[src/rtl/brightness_button_ctrl.sv]
// brightness_button_ctrl: turns raw up/down pushbuttons into a 3-bit brightness level
// for the seven-segment PWM converter. Each button is synchronised (2 flops) and
// debounced. Presses step the level, and a held button auto-repeats.
// Optional build macro: BRIGHTNESS_WRAP_EN makes steps wrap modulo 8 instead of saturating.
module brightness_button_ctrl #(
    parameter int unsigned CLK_FREQ        = 125_000_000,
    parameter int unsigned DEBOUNCE_MS     = 10,
    parameter int unsigned REPEAT_DELAY_MS = 500,
    parameter int unsigned REPEAT_RATE_MS  = 100,
    parameter int unsigned RESET_LEVEL     = 7
) (
    input  logic       clk,
    input  logic       reset,
    input  logic       btn_up_raw,
    input  logic       btn_down_raw,
    output logic [2:0] brightness_level,
    output logic       level_changed,
    output logic       at_max,
    output logic       at_min
);

    localparam int unsigned DB_RAW    = CLK_FREQ / 1000 * DEBOUNCE_MS;
    localparam int unsigned RD_RAW    = CLK_FREQ / 1000 * REPEAT_DELAY_MS;
    localparam int unsigned RR_RAW    = CLK_FREQ / 1000 * REPEAT_RATE_MS;
    localparam int unsigned DB_CYCLES = (DB_RAW < 1) ? 1 : DB_RAW;
    localparam int unsigned RD_CYCLES = (RD_RAW < 1) ? 1 : RD_RAW;
    localparam int unsigned RR_CYCLES = (RR_RAW < 1) ? 1 : RR_RAW;
    localparam int unsigned TMR_MAX   = (RD_CYCLES > RR_CYCLES) ? RD_CYCLES : RR_CYCLES;
    localparam int unsigned DB_W      = $clog2(DB_CYCLES + 1);
    localparam int unsigned TMR_W     = $clog2(TMR_MAX + 1);
    localparam int unsigned LVL_W     = 3;

    localparam logic [1:0] IDLE   = 2'd0;
    localparam logic [1:0] DELAY  = 2'd1;
    localparam logic [1:0] REPEAT = 2'd2;

    // Bit 0 = up button, bit 1 = down button throughout.
    logic [1:0]      btn_raw;
    logic [1:0]      sync1;
    logic [1:0]      sync2;
    logic [1:0]      db;
    logic [1:0]      db_d;
    logic [1:0]      rise_q;
    logic [DB_W-1:0] db_cnt [2];

    logic [1:0]       state, state_n;
    logic [TMR_W-1:0] timer, timer_n;
    logic             active, active_n;
    logic             step;
    logic             step_dn;
    logic             both_held;
    logic [LVL_W-1:0] level_n;
    logic             changed_n;

    assign btn_raw = {btn_down_raw, btn_up_raw};

    // Synchronise, debounce and detect press edges for both buttons.
    always_ff @(posedge clk) begin
        if (!reset) begin
            sync1  <= '0;
            sync2  <= '0;
            db     <= '0;
            db_d   <= '0;
            rise_q <= '0;
            for (int i = 0; i < 2; i++) begin
                db_cnt[i] <= '0;
            end
        end else begin
            sync1  <= btn_raw;
            sync2  <= sync1;
            db_d   <= db;
            rise_q <= db & ~db_d;
            for (int i = 0; i < 2; i++) begin
                if (sync2[i] == db[i]) begin
                    db_cnt[i] <= '0;
                end else if (db_cnt[i] == DB_W'(DB_CYCLES - 1)) begin
                    db[i]     <= ~db[i];
                    db_cnt[i] <= '0;
                end else begin
                    db_cnt[i] <= db_cnt[i] + DB_W'(1);
                end
            end
        end
    end

    // Auto-repeat FSM state, timer and latched active button.
    always_ff @(posedge clk) begin
        if (!reset) begin
            state  <= IDLE;
            timer  <= '0;
            active <= 1'b0;
        end else begin
            state  <= state_n;
            timer  <= timer_n;
            active <= active_n;
        end
    end

    // Next-state, step request and next level computation.
    always_comb begin
        state_n   = state;
        timer_n   = timer;
        active_n  = active;
        step      = 1'b0;
        step_dn   = active;
        level_n   = brightness_level;
        changed_n = 1'b0;
        both_held = db[0] & db[1];

        case (state)
            IDLE: begin
                if (rise_q == 2'b01 || rise_q == 2'b10) begin
                    step     = 1'b1;
                    step_dn  = rise_q[1];
                    active_n = rise_q[1];
                    timer_n  = TMR_W'(RD_CYCLES - 1);
                    state_n  = DELAY;
                end
            end
            DELAY, REPEAT: begin
                if (!db[active]) begin
                    state_n = IDLE;
                end else if (timer == '0) begin
                    step    = 1'b1;
                    timer_n = TMR_W'(RR_CYCLES - 1);
                    state_n = REPEAT;
                end else begin
                    timer_n = timer - TMR_W'(1);
                end
            end
            default: begin
                state_n = IDLE;
            end
        endcase

        // Both buttons held: no stepping of any kind, drop back to IDLE.
        if (both_held) begin
            step    = 1'b0;
            state_n = IDLE;
        end

        if (step) begin
`ifdef BRIGHTNESS_WRAP_EN
            level_n   = step_dn ? brightness_level - LVL_W'(1) : brightness_level + LVL_W'(1);
            changed_n = 1'b1;
`else
            if (step_dn && brightness_level != '0) begin
                level_n   = brightness_level - LVL_W'(1);
                changed_n = 1'b1;
            end else if (!step_dn && brightness_level != '1) begin
                level_n   = brightness_level + LVL_W'(1);
                changed_n = 1'b1;
            end
`endif
        end
    end

    // Registered brightness level and change pulse.
    always_ff @(posedge clk) begin
        if (!reset) begin
            brightness_level <= LVL_W'(RESET_LEVEL);
            level_changed    <= 1'b0;
        end else begin
            brightness_level <= level_n;
            level_changed    <= changed_n;
        end
    end

    assign at_max = (brightness_level == 3'd7);
    assign at_min = (brightness_level == 3'd0);

endmodule
[config.mk]
export PLATFORM = sky130hd
export DESIGN_NAME = brightness_button_ctrl
export DESIGN_NICKNAME = d
export VERILOG_FILES = /design/src/rtl/brightness_button_ctrl.sv
export SDC_FILE = /design/constraint.sdc
export NUM_CORES = 1
export LEC_CHECK = 0
export ABC_AREA = 1
export CORE_MARGIN = 3
export CORE_UTILIZATION = 39
export DETAILED_ROUTE_END_ITERATION = 7
export MAX_ROUTING_LAYER = met4
export PLACE_DENSITY = 0.52
export SYNTH_ARGS = -nofsm -noshare
export SYNTH_HDL_FRONTEND = slang
export SYNTH_SLANG_ARGS = --single-unit
[constraint.sdc]
create_clock -name clk -period 2.31 [get_ports clk]
set_clock_uncertainty 0.15 [all_clocks]
set_input_delay 0.462 -clock clk [delete_from_list [all_inputs] [get_ports clk]]
set_output_delay 0.462 -clock clk [all_outputs]
set_load 0.02 [all_outputs]
==> metrics <==
status finished, final reports clean; Clock Sinks 85; EDFF count, synth 42; Cells on Worst Hold Path 1; Top delay family on crit path buffers and inverters; M1 GR Usage 0.2275; Max-Cap Viols 0; clk buf depth 2; DRC Markers 0; final setup vio count 0; num rows 40; diode count 0; Die Wd ~120 um; GR Util met2 0.2596; sequential share of the synthesized area 0.4255; total wire length around 11000 um; H-tree levels 3; total negative slack 0 ns; TritonCTS buffer count 9; CP most frequent cell inv_1; most common cell in the netlist nand2_1; root buffer cell clkbuf_16; pre-CTS WS approximately 0.11 ns; layout net count roughly 760; most crowded layer after global routing met2; fraction of layout cells with a size suffix above 1 0.09479; CP required 1.70 ns; WP data arrival 1.59 ns; I/O pin count 10; Initial Util 0.4067; final worst slack about 0.11 ns; most common library cells after synthesis nand2_1 (167), nor2_1 (102), inv_1 (80); DR vias/cell roughly 4.7; Cell variety after synth 40; Max FO, Critical Path 4; hold_buf cts 0; DIE AREA around 14000 um^2; slowest cell on the critical path clkdlybuf4s50_1; critical path class reg -> out; drt first pass iters 5; endpoints failing hold 0; Max VDD drop 0.2773 mV; Critical Path Max Stage Delay 0.59 ns; vias 4331; met3 Use GR 0.02279; Top FF cell, synth dfxtp_1; YS warnings 0; hold crit path type reg -> reg; CP bufs+invs 3; PortBufs 9; R2R depth 10; placed wire-length estimate ~8000 um; RSZ-0062 raised after global routing false; CTS tree done; DRT iter0 DRCs 267; core area 12260 um^2; clk slew on worst S/H paths ~0.06 ns; top cell type's share of synthesized area 0.2529; Tot GR Track Use 0.1681; pwr dens 541.9 nW/um^2; Critical Path Stages 4; CP Launch Type flop; global-route wire length before repair approximately 19000 um; critical-path cell list inv_1, nand3_1, inv_1, clkdlybuf4s50_1; WL per Instance approximately 12 um; leakage power roughly 2.6 nW; Worst-Skew Late Latency ~0.34 ns; Post-Synthesis Cells ~680; post-CTS sizing 0; final period utilization 0.9528; biggest area consumer among synthesized cells edfxtp_1; post-route ant nets 0; fmax between 400 and 500 MHz; largest net degree at the start of global routing 27; die height 119.1 um; synthesized flop and latch total 85; number of global-route vias before repair 4164; total setup buffers inserted after CTS 0; ranking of synthesized cells by area edfxtp_1 (25%), dfxtp_1 (17%), nand2_1 (13%); Worst setup EP type primary output; Area Overhead vs Synth 14.75%; Tmin final approximately 2.2 ns; initial antenna violation count 0; Syn Area/Cell about 7.3 um^2; Synth async-reset ratio 0; fill count 1321; GP Congestion between 0.8 and 0.9; flop2flop setup slack around 0.27 ns; Max Slew Vio Count 0; Synth Cell Area approximately 5000 um^2; GR Overflow Total 0
==> registers in the layout (all words and copies together) (netlist names) <==
register          flops
db_d                  2
level_changed         1
db_cnt               42
sync1                 2
active                1
db                    2
sync2                 2
timer                26
brightness_level      3
state                 2
rise_q                2
==> power by group <==
part	total [mW]	switching, mW	leakage, nW	internal [mW]
Sequential	1.65	0.0314	0.780	1.62
Clock	1.35	0.619	0.132	0.727
Combinational	0.108	0.0717	1.66	0.0368
Total	3.10	0.722	2.57	2.38
==> cells in the final DEF, fill, tap and decap left out, drive strengths merged, types with 20 or more instances in the layout <==
master,n
nor2,121
nor3,20
inv,89
a21oi,32
edfxtp,42
nand2,174
dfxtp,43
conb,42
nand3,67
o21ai,22
==> final timing paths <==
| check | from | end |
|---|---|---|
| max | brightness_level[0]$_SDFFE_PN1P_ | at_min |
| min | db_d[0]$_SDFF_PN0_ | rise_q[0]$_SDFF_PN0_ |
| max reg2reg | db_cnt[1][0]$_SDFFCE_PN0P_ | db_cnt[1][15]$_SDFFCE_PN0P_ |
| min reg2reg | db_d[0]$_SDFF_PN0_ | rise_q[0]$_SDFF_PN0_ |
==> final cells by class <==
class                           count  area (um^2)  area share
Clock inverter                      6        40.04    0.006996
Tap cell                          168        210.2     0.03673
Timing Repair Buffer               19        177.7     0.03104
Clock buffer                       10        229.0     0.04001
Multi-Input combinational cell    538         2600      0.4543
Inverter                           91        344.1     0.06012
Sequential cell                    85         2122      0.3708
==> cells by family after synthesis <==
kind of cell,after synthesis,synth area share
AO/OA/AOI/OAI,67,0.07250
XOR/XNOR,14,0.02459
adder cells (fa/ha/maj),7,0.01907
buffers and inverters,102,0.08405
flip-flops,85,0.4255
other,1,0.0007519
AND/OR/NAND/NOR,408,0.3736
==> through the flow <==
step                      hold slack (ns)  std cells  area, um^2    util  total power [mW]
final                              0.2325        917        5723  0.4667             3.101
after CTS                          0.2363        917        5723  0.4667             3.148
after detailed placement           0.2267        901        5454  0.4448             1.788
after global routing               0.2500        917        5723  0.4667             3.231
after floorplan                    0.2181        725        5141       -             1.748
after global placement             0.2236        901        5454  0.4448             1.786
==> routing by layer <==
layer,share of wire,vias to the layer above
met5,0,-
met4,0.016,0
met3,0.024,13
met2,0.45,58
met1,0.51,1956
li1,-,2304
Note: power is estimated with default switching activity, not from simulation.
